--- config.mk ---
export PLATFORM = sky130hd
export DESIGN_NAME = joypad_serial_reader
export DESIGN_NICKNAME = d
export VERILOG_FILES = /design/src/rtl/joypad_serial_reader.sv
export SDC_FILE = /design/constraint.sdc
export NUM_CORES = 1
export LEC_CHECK = 0
export ABC_AREA = 1
export BUFFER_PORTS_ARGS = -buffer_cell sky130_fd_sc_hd__buf_2
export CAP_MARGIN = 20
export CORE_UTILIZATION = 40
export CTS_CLUSTER_DIAMETER = 120
export DETAILED_ROUTE_END_ITERATION = 16
export SKIP_CTS_REPAIR_TIMING = 1
export SYNTH_ARGS = -nofsm -noshare
export SYNTH_HDL_FRONTEND = slang
export SYNTH_SLANG_ARGS = --single-unit
export TNS_END_PERCENT = 30
--- constraint.sdc ---
create_clock -name Clk -period 4.7 [get_ports Clk]
set_clock_uncertainty 0.2 [all_clocks]
set_input_delay 0.235 -clock Clk [delete_from_list [all_inputs] [get_ports Clk]]
set_output_delay 0.235 -clock Clk [all_outputs]
set_load 0.03 [all_outputs]
--- src/rtl/joypad_serial_reader.sv ---
// Serial joypad reader for 4021-style shift-register controllers.
// It strobes pad_latch, then clocks out eight active-low button bits. The
// bits are published on buttons together with a one-cycle valid pulse.
// A poll starts on request or when the optional auto-poll timer expires.
module joypad_serial_reader #(
   parameter int LATCH_CYCLES = 300,
   parameter int HALF_CYCLES  = 150,
   parameter int POLL_CYCLES  = 416667
) (
   input  logic       Clk,
   input  logic       Reset,
   input  logic       auto_en,
   input  logic       poll_req,
   input  logic       pad_data,
   output logic       pad_latch,
   output logic       pad_clk,
   output logic [7:0] buttons,
   output logic       valid,
   output logic       busy
);

   // The phase counter is shared by LATCH, LOW and HIGH, so it is sized for the longest phase.
   localparam int PHASE_MAX = (LATCH_CYCLES > HALF_CYCLES) ? LATCH_CYCLES : HALF_CYCLES;
   localparam int CNT_W     = (PHASE_MAX > 1) ? $clog2(PHASE_MAX) : 1;
   localparam int POLL_W    = (POLL_CYCLES > 1) ? $clog2(POLL_CYCLES) : 1;

   typedef enum logic [2:0] {
      ST_IDLE,
      ST_LATCH,
      ST_LOW,
      ST_HIGH,
      ST_DONE
   } state_t;

   state_t            state_q;
   logic [CNT_W-1:0]  cnt_q;
   logic [2:0]        n_q;
   logic [7:0]        bits_q;
   logic [7:0]        capt_bits;
   logic [7:0]        buttons_q;
   logic              valid_q;
   logic              pad_latch_q;
   logic              pad_clk_q;
   logic              pending_q;
   logic              pending_d;
   logic [POLL_W-1:0] timer_q;
   logic [POLL_W-1:0] timer_d;
   logic              expiry;
   logic              sync1_q;
   logic              sync2_q;

   // Two-flop synchronizer for the asynchronous pad data (idles high = released)
   always_ff @(posedge Clk or posedge Reset) begin
      if (Reset) begin
         sync1_q <= 1'b1;
         sync2_q <= 1'b1;
      end else begin
         sync1_q <= pad_data;
         sync2_q <= sync1_q;
      end
   end

   // Poll timer next state: free-runs while auto-poll is enabled and parks at zero otherwise
   always_comb begin
      expiry  = auto_en && (timer_q == POLL_W'(POLL_CYCLES - 1));
      timer_d = timer_q + POLL_W'(1);
      if (!auto_en || expiry) begin
         timer_d = '0;
      end
   end

   // Poll timer register
   always_ff @(posedge Clk or posedge Reset) begin
      if (Reset) begin
         timer_q <= '0;
      end else begin
         timer_q <= timer_d;
      end
   end

   // Pending flag merges requests and expiries; IDLE consumes it when a transaction starts
   always_comb begin
      if (state_q == ST_IDLE && pending_q) begin
         pending_d = poll_req | expiry;
      end else begin
         pending_d = pending_q | poll_req | expiry;
      end
   end

   // Captured vector with the current bit replaced by the inverted pad sample
   always_comb begin
      capt_bits      = bits_q;
      capt_bits[n_q] = ~sync2_q;
   end

   // Transaction FSM; pad strobes, buttons and valid are registered with the state
   always_ff @(posedge Clk or posedge Reset) begin
      if (Reset) begin
         state_q     <= ST_IDLE;
         cnt_q       <= '0;
         n_q         <= '0;
         bits_q      <= '0;
         buttons_q   <= '0;
         valid_q     <= 1'b0;
         pad_latch_q <= 1'b0;
         pad_clk_q   <= 1'b0;
         pending_q   <= 1'b0;
      end else begin
         pending_q <= pending_d;
         valid_q   <= 1'b0;
         case (state_q)
            ST_IDLE: begin
               if (pending_q) begin
                  state_q     <= ST_LATCH;
                  pad_latch_q <= 1'b1;
                  cnt_q       <= '0;
               end
            end
            ST_LATCH: begin
               if (cnt_q == CNT_W'(LATCH_CYCLES - 1)) begin
                  state_q     <= ST_LOW;
                  pad_latch_q <= 1'b0;
                  cnt_q       <= '0;
                  n_q         <= '0;
               end else begin
                  cnt_q <= cnt_q + CNT_W'(1);
               end
            end
            ST_LOW: begin
               if (cnt_q == CNT_W'(HALF_CYCLES - 1)) begin
                  bits_q <= capt_bits;
                  cnt_q  <= '0;
                  if (n_q == 3'd7) begin
                     // Last bit: publish the whole byte at once while DONE is shown
                     state_q   <= ST_DONE;
                     buttons_q <= capt_bits;
                     valid_q   <= 1'b1;
                  end else begin
                     state_q   <= ST_HIGH;
                     pad_clk_q <= 1'b1;
                  end
               end else begin
                  cnt_q <= cnt_q + CNT_W'(1);
               end
            end
            ST_HIGH: begin
               if (cnt_q == CNT_W'(HALF_CYCLES - 1)) begin
                  state_q   <= ST_LOW;
                  pad_clk_q <= 1'b0;
                  cnt_q     <= '0;
                  n_q       <= n_q + 3'd1;
               end else begin
                  cnt_q <= cnt_q + CNT_W'(1);
               end
            end
            ST_DONE: begin
               state_q <= ST_IDLE;
            end
            default: begin
               state_q     <= ST_IDLE;
               pad_latch_q <= 1'b0;
               pad_clk_q   <= 1'b0;
            end
         endcase
      end
   end

   assign pad_latch = pad_latch_q;
   assign pad_clk   = pad_clk_q;
   assign buttons   = buttons_q;
   assign valid     = valid_q;
   assign busy      = (state_q != ST_IDLE);

endmodule
==> PnR_summary.wiki, run 1 <==
{| class="wikitable"
! Metric !! Value
|-
| Async S/R FF share, synth || 1.00
|-
| Synthesized-area fraction occupied by xor and xnor cells || 0.0367
|-
| Number of clock sinks || 56
|-
| Static leakage || 1.68 nW
|-
| Transition time of the tightest slew-check pin || 0.687 ns
|-
| Post-CTS clock slew at the launch and capture registers of the worst setup and hold paths || 0.10 ns
|-
| CTS HTree Levels || 2
|-
| Number of warnings issued by yosys || 0
|-
| Dominant combinational cell family by area after synthesis || simple AND/OR/NAND/NOR gates
|-
| CP delay by family, top || simple AND/OR/NAND/NOR gates
|-
| DP Area || 3290 sq um
|-
| Post-synthesis net count || 427
|-
| Avg WL per Cell || 11.2 microns
|-
| Final WL || 6020 microns
|-
| TritonCTS clock tree || yes
|-
| Hold Violations, Final || 2
|-
| Required time reported for the critical path endpoint || 4.76 ns
|-
| Number of max-cap violations || 0
|-
| Power density over cell area || 329 nW/um^2
|-
| Seq/Total Area, Yosys || 0.452
|-
| Routed Antenna Nets || 0
|-
| Cell seen most often among critical-path stages || sky130_fd_sc_hd__nand2_1
|-
| Worst path slowest cell || sky130_fd_sc_hd__dfrtp_1
|-
| Number of distinct library cells after synthesis || 28
|-
| Synth Area in Compound Gates || 0.0504
|-
| Clock Tree Root || sky130_fd_sc_hd__clkbuf_8
|-
| Post-route worst setup slack || 2.82 ns
|-
| Num CTS Buffers || 5
|-
| Post-Syn Instances || 416
|-
| Maximum clock frequency || 0.531 GHz
|-
| Maximum resistive drop on vdd || 0.140 mV
|-
| Antenna violations before repair || 0
|-
| Mux cell area share after synthesis || 0
|-
| Sequence of cells on the critical path || inv_1 > ha_1 > nand2_1 > nor2_1 > nand2_4 > nor2_8 > nand2_8 > clkinv_8 > nand2_1 > nand2_1
|-
| Area grow syn2layout || 9.92%
|-
| Overall track demand over capacity in global routing || 0.166
|-
| Worst slack at placement || 2.79 ns
|-
| Library cell occupying the most area in the post-synthesis netlist || sky130_fd_sc_hd__dfrtp_1
|-
| Combined area of the multi-input logic cells || 1500 sq um
|-
| Sw Ratio || 0.356
|-
| Share of the synthesized area in the top cell type || 0.435
|-
| Final non-filler cell area || 3410 sq um
|-
| Setup repair after global routing missed its margin || false
|-
| WS Path Type || reg -> reg
|-
| Critical path startpoint category || register
|-
| Pin count of the biggest net entering global routing || 57
|-
| # DRC || 0
|-
| Violated checks || hold timing
|-
| Global route total overflow || 0
|-
| Post-synthesis average cell area || 7.46 sq um
|-
| Worst-Skew Late Latency || 0.31 ns
|-
| Number of global-route vias before repair || 2,508
|-
| Area of the mapped netlist || 3100 sq um
|-
| Ratio of cells with drive above 1 in the final layout || 0.0952
|-
| Flop-to-flop setup slack || 2.82 ns
|-
| Final antenna diode count || 0
|-
| Buffer depth of the longest clock path || 2
|-
| Synth Register Bits || 56
|-
| Die footprint || 8110 sq um
|-
| Horizontal extent of the die || 90.1 microns
|-
| Initial standard-cell utilization of the core || 0.421
|-
| Cell-internal power || 0.000724 W
|-
| Top-level port count || 17
|-
| Final worst path period share || 0.401
|-
| Cell types with the largest area share after synthesis || sky130_fd_sc_hd__dfrtp_1 44%, sky130_fd_sc_hd__nand2_1 17%, sky130_fd_sc_hd__nor2_1 7.4%
|-
| Comb power frac || 0.238
|-
| Area occupied by registers || 1400 sq um
|-
| Net switching component of the power || 0.000400 W
|-
| Detailed-routing iteration count for the pre-antenna-repair pass || 4
|-
| List of most frequent post-synthesis cells || 138 x sky130_fd_sc_hd__nand2_1, 61 x sky130_fd_sc_hd__nor2_1, 54 x sky130_fd_sc_hd__dfrtp_1
|-
| NumNets Final || 451
|-
| Total vias in the final route || 2,561
|-
| Total negative slack || 0 ns
|-
| Most frequently used cell type in the post-synthesis netlist || sky130_fd_sc_hd__nand2_1
|-
| Post-DR vias/cell || 4.74
|-
| Sequential fraction of design power || 0.526
|-
| # rows || 31
|-
| Min-Delay Path Class || in -> reg
|-
| Fraction of the mapped netlist area in adder cells || 0.0242
|-
| Cell Count, Final, Fillers Out || 540
|-
| Final setup violation count || 0
|-
| Most common flop cell mapped by yosys || sky130_fd_sc_hd__dfrtp_1
|-
| Simple-Gate Fraction of Synth Area || 0.371
|-
| Critical path endpoint category || register
|-
| Count of flip-flops with a built-in enable after synthesis || 0
|-
| Worst Path Arrival || 1.94 ns
|-
| Wire length of the first global-routing pass || 11,200 microns
|-
| Placed wire-length estimate || 4430 microns
|-
| Worst Path Buf+Inv || 2
|-
| Filler Cell Count || 775
|-
| Number of buffer cells added on primary ports || 16
|-
| Largest stage delay on the critical path || 0.43 ns
|-
| Worst slew slack as a fraction of its limit || 0.542
|-
| Violation count after the first detailed-routing iteration || 133
|-
| Status || finished, violations left
|-
| Die boundary height || 90.1 microns
|-
| Worst hold slack || -0.00887 ns
|-
| Pins Over Slew Limit || 0
|-
| Global placement routability congestion || 0.888
|-
| Clock period minus worst slack || 1.88 ns
|-
| Portion of total power attributed to the clock network || 0.236
|-
| Cell count after placement || 529
|-
| Core region area || 7370 sq um
|-
| Max FO, Critical Path || 13
|}
## cell usage in the layout, fill, tap and decap left out, types with 3 or more instances in the layout
| cell | n |
|---|---|
| sky130_fd_sc_hd__nand4_1 | 6 |
| sky130_fd_sc_hd__inv_2 | 4 |
| sky130_fd_sc_hd__a21oi_1 | 4 |
| sky130_fd_sc_hd__clkbuf_8 | 5 |
| sky130_fd_sc_hd__inv_1 | 40 |
| sky130_fd_sc_hd__dlygate4sd3_1 | 3 |
| sky130_fd_sc_hd__nor3_1 | 4 |
| sky130_fd_sc_hd__xor2_1 | 8 |
| sky130_fd_sc_hd__nor2_1 | 61 |
| sky130_fd_sc_hd__xnor2_1 | 5 |
| sky130_fd_sc_hd__o21ai_0 | 23 |
| sky130_fd_sc_hd__buf_2 | 16 |
| sky130_fd_sc_hd__nand2_1 | 138 |
| sky130_fd_sc_hd__dfrtp_1 | 54 |
| sky130_fd_sc_hd__ha_1 | 6 |
| sky130_fd_sc_hd__nand3_1 | 43 |
## per-layer routing
metal,up-vias,global-route usage,part of all wire
li1,1355,-,-
met1,1174,0.210,0.49
met2,26,0.292,0.48
met3,6,0.0254,0.021
met4,0,0.0470,0.012
met5,-,0,0
## state kept, by name, summed over array words and instances (netlist names)
register and flops:
n_q 3, bits_q 8, pad_clk 1, pending_q 1, buttons 8, timer_q 19, state_q 3, valid 1
sync2_q 1, sync1_q 1, cnt_q 9, pad_latch 1
## metrics by stage
step           utilization  total power [W]
2_1_floorplan            -         0.000810
3_3_place_gp         0.447         0.000869
3_5_place_dp         0.447         0.000870
4_1_cts              0.459          0.00114
5_1_grt              0.463          0.00121
6_report             0.463          0.00112
## final cells by class
class,instances,area share
multi-input cells,312,0.438
flip-flops and latches,56,0.412
inverters,45,0.0532
well taps,99,0.0363
repair buffers,20,0.0345
clock buffers,6,0.0213
clock inverters,2,0.00477
## worst min-delay path, cell delays in order
cell and delay, ns:
sky130_fd_sc_hd__buf_2 0.11, sky130_fd_sc_hd__inv_1 0.04, sky130_fd_sc_hd__o21ai_0 0.07
## power groups by stage
stage	registers, W	logic (W)	clock network [W]
after floorplan	0.000600	0.000209	0
after CTS	0.000592	0.000269	0.000280
after global routing	0.000601	0.000313	0.000292
after detailed placement	0.000601	0.000268	0
after global placement	0.000600	0.000269	0
final	0.000591	0.000267	0.000265
## kinds of logic (layout without fill, tap and decap cells)
kind of cell    after synthesis  in the layout
fa+ha+maj                     6              6
xor+xnor                     13             13
flops                        56             56
simple gates                263            263
buf+inv                      48             73
compound gates               30             30
## path summary, 6_finish.rpt
kind / cells after the start / end / start
worst max-delay path: 10 / buttons[7] / cnt_q[1]
worst min-delay path: 3 / pending_q / auto_en
worst max register to register: 10 / buttons[7] / cnt_q[1]
worst min register to register: 0 / sync2_q / sync1_q
max in group asynchronous: 4 / pad_clk / Reset
min in group asynchronous: 4 / buttons[6] / Reset
(Power assumes the default switching activity.)
==> run 2, diff against run 1 <==
- clock period: 4.7 -> 1.8 ns (I/O delays scaled with it)
==> PnR_summary.wiki, run 2 (synthesized netlist as in run 1, its figures left out) <==
{| class="wikitable"
! Metric !! Value
|-
| Highest-count cells in the layout ignoring fill and taps || 136 x sky130_fd_sc_hd__nand2_1, 58 x sky130_fd_sc_hd__nor2_1, 53 x sky130_fd_sc_hd__dfrtp_1 (was 138 x sky130_fd_sc_hd__nand2_1, 61 x sky130_fd_sc_hd__nor2_1, 54 x sky130_fd_sc_hd__dfrtp_1)
|-
| Ratio of cells with drive above 1 in the final layout || 0.144 (was 0.0952)
|-
| CTS HTree Levels || 2 (unchanged)
|-
| Number of max-cap violations || 0 (unchanged)
|-
| Transition time of the tightest slew-check pin || 0.433 ns (was 0.687 ns)
|-
| Post-route worst setup slack || 0.130 ns (was 2.82 ns)
|-
| Total vias in the final route || 2,676 (was 2,561)
|-
| Overall track demand over capacity in global routing || 0.168 (was 0.166)
|-
| TritonCTS clock tree || yes (unchanged)
|-
| Critical path endpoint category || register (unchanged)
|-
| Final setup violation count || 0 (unchanged)
|-
| # rows || 31 (unchanged)
|-
| Largest stage delay on the critical path || 0.39 ns (was 0.43 ns)
|-
| Critical path startpoint category || register (unchanged)
|-
| NumNets Final || 469 (was 451)
|-
| Cell seen most often among critical-path stages || sky130_fd_sc_hd__nand2_1 (unchanged)
|-
| Core region area || 7370 sq um (unchanged)
|-
| Worst hold slack || 0.0820 ns (was -0.00887 ns)
|-
| Total stage count of the critical path || 8 (was 10)
|-
| Worst slew slack as a fraction of its limit || 0.709 (was 0.542)
|-
| Avg WL per Cell || 11.4 microns (was 11.2 microns)
|-
| Worst-Skew Late Latency || 0.30 ns (was 0.31 ns)
|-
| # DRC || 0 (unchanged)
|-
| Number of buffer cells added on primary ports || 16 (unchanged)
|-
| Critical Path Start || cnt_q[1] (unchanged)
|-
| Global placement routability congestion || 0.868 (was 0.888)
|-
| Violation count after the first detailed-routing iteration || 107 (was 133)
|-
| Global route total overflow || 0 (unchanged)
|-
| CP delay by family, top || simple AND/OR/NAND/NOR gates (unchanged)
|-
| Worst slack at placement || 0.0634 ns (was 2.79 ns)
|-
| Worst Path Buf+Inv || 2 (unchanged)
|-
| Static leakage || 1.80 nW (was 1.68 nW)
|-
| Required time reported for the critical path endpoint || 1.80 ns (was 4.76 ns)
|-
| Maximum clock frequency || 0.599 GHz (was 0.531 GHz)
|-
| Hold Violations, Final || 0 (was 2)
|-
| Setup repair after global routing missed its margin || false (unchanged)
|-
| Start of the worst register-to-register path || cnt_q[1] (unchanged)
|-
| Post-CTS clock slew at the launch and capture registers of the worst setup and hold paths || 0.10 ns (about the same)
|-
| Most frequent standard cell in the layout excluding fill and tap cells || sky130_fd_sc_hd__nand2_1 (unchanged)
|-
| Combined area of the multi-input logic cells || 1510 sq um (was 1500 sq um)
|-
| Horizontal extent of the die || 90.1 microns (unchanged)
|-
| Count of cells along the worst register-to-register path || 8 (was 10)
|-
| Post-DR vias/cell || 4.80 (was 4.74)
|-
| Wire length of the first global-routing pass || 11,300 microns (was 11,200 microns)
|-
| Area grow syn2layout || 16.0% (was 9.92%)
|-
| Filler Cell Count || 722 (was 775)
|-
| Top-level port count || 17 (unchanged)
|-
| Antenna violations before repair || 0 (unchanged)
|-
| Number of flip-flops in the largest register || 19 (unchanged)
|-
| Num CTS Buffers || 5 (unchanged)
|-
| Placed wire-length estimate || 4900 microns (was 4430 microns)
|-
| Maximum resistive drop on vdd || 0.377 mV (was 0.140 mV)
|-
| Detailed-routing iteration count for the pre-antenna-repair pass || 4 (unchanged)
|-
| Sequence of cells on the critical path || inv_1 > ha_1 > nand2_1 > nor2_2 > nand2_4 > buf_4 > o21ai_0 > nand2_1 (was inv_1 > ha_1 > nand2_1 > nor2_1 > nand2_4 > nor2_8 > nand2_8 > clkinv_8 > nand2_1 > nand2_1)
|-
| Buffer depth of the longest clock path || 2 (unchanged)
|-
| Min-Delay Path Class || in -> async (was in -> reg)
|-
| Initial standard-cell utilization of the core || 0.421 (unchanged)
|-
| Worst Path Arrival || 1.66 ns (was 1.94 ns)
|-
| Top Registers || timer_q (19), cnt_q (9) (unchanged)
|-
| Area occupied by registers || 1410 sq um (was 1400 sq um)
|-
| Die footprint || 8110 sq um (unchanged)
|-
| Total negative slack || 0 ns (unchanged)
|-
| WS Path Type || reg -> reg (unchanged)
|-
| Number of global-route vias before repair || 2,681 (was 2,508)
|-
| Clock period minus worst slack || 1.67 ns (was 1.88 ns)
|-
| Final WL || 6390 microns (was 6020 microns)
|-
| Most flop-heavy register || timer_q (unchanged)
|-
| Number of clock sinks || 56 (unchanged)
|-
| Routed Antenna Nets || 0 (unchanged)
|-
| Clock Tree Root || sky130_fd_sc_hd__clkbuf_8 (unchanged)
|-
| Max FO, Critical Path || 7 (was 13)
|-
| Die boundary height || 90.1 microns (unchanged)
|-
| Worst path slowest cell || sky130_fd_sc_hd__dfrtp_1 (unchanged)
|-
| Final worst path period share || 0.928 (was 0.401)
|-
| Power density over cell area || 901 nW/um^2 (was 329 nW/um^2)
|-
| Status || finished clean (was finished, violations left)
|-
| Pins Over Slew Limit || 0 (unchanged)
|-
| Pin count of the biggest net entering global routing || 19 (was 57)
|-
| Final antenna diode count || 0 (unchanged)
|}
run 2: layer usage:
| metal | up-vias | routed length [microns] | share of wire | global-route usage |
|---|---|---|---|---|
| met2 | 37 | 3180 | 0.50 | 0.302 |
| met5 | - | 0 | 0 | 0 |
| met1 | 1235 | 2950 | 0.46 | 0.205 |
| li1 | 1397 | - | - | - |
| met4 | 0 | 63 | 0.0099 | 0.0484 |
| met3 | 7 | 189 | 0.030 | 0.0305 |
run 2: cell type report:
class / instances / area share
clock inverter: 1 / 0.00834
timing repair buffer: 38 / 0.0709
multi-input combinational: 312 / 0.419
sequential: 56 / 0.390
inverter: 45 / 0.0504
clock buffer: 7 / 0.0268
tap: 99 / 0.0344
run 2: final timing paths:
path	to	slack [ns]
worst max register to register	bits_q[5]	0.13
worst min register to register	sync2_q	0.16
min in group Clk	sync2_q	0.16
worst max-delay path	bits_q[5]	0.13
worst min-delay path	timer_q[18]	0.08
max in group asynchronous	cnt_q[5]	0.77
run 2: worst register-to-register path: stages, from the launching register on:
cell and delay [ns]:
sky130_fd_sc_hd__dfrtp_1 0.39, sky130_fd_sc_hd__inv_1 0.05, sky130_fd_sc_hd__ha_1 0.13, sky130_fd_sc_hd__nand2_1 0.06, sky130_fd_sc_hd__nor2_2 0.18, sky130_fd_sc_hd__nand2_4 0.13, sky130_fd_sc_hd__buf_4 0.18, sky130_fd_sc_hd__o21ai_0 0.17
sky130_fd_sc_hd__nand2_1 0.07
run 2: report_power, final:
| part | switching [W] | total, W | internal [W] |
|---|---|---|---|
| logic | 0.000555 | 0.000860 | 0.000305 |
| registers | 0.000105 | 0.00149 | 0.00138 |
| clock network | 0.000404 | 0.000896 | 0.000492 |
| total | 0.00106 | 0.00324 | 0.00218 |
run 2: metrics by stage:
stage / instance area [sq um] / utilization / cells / power [W]
after floorplan: 3100 / - / 416 / 0.00211
after global placement: 3420 / 0.464 / 546 / 0.00236
after detailed placement: 3420 / 0.464 / 546 / 0.00236
after CTS: 3550 / 0.481 / 554 / 0.00328
after global routing: 3600 / 0.488 / 558 / 0.00346
final: 3600 / 0.488 / 558 / 0.00324
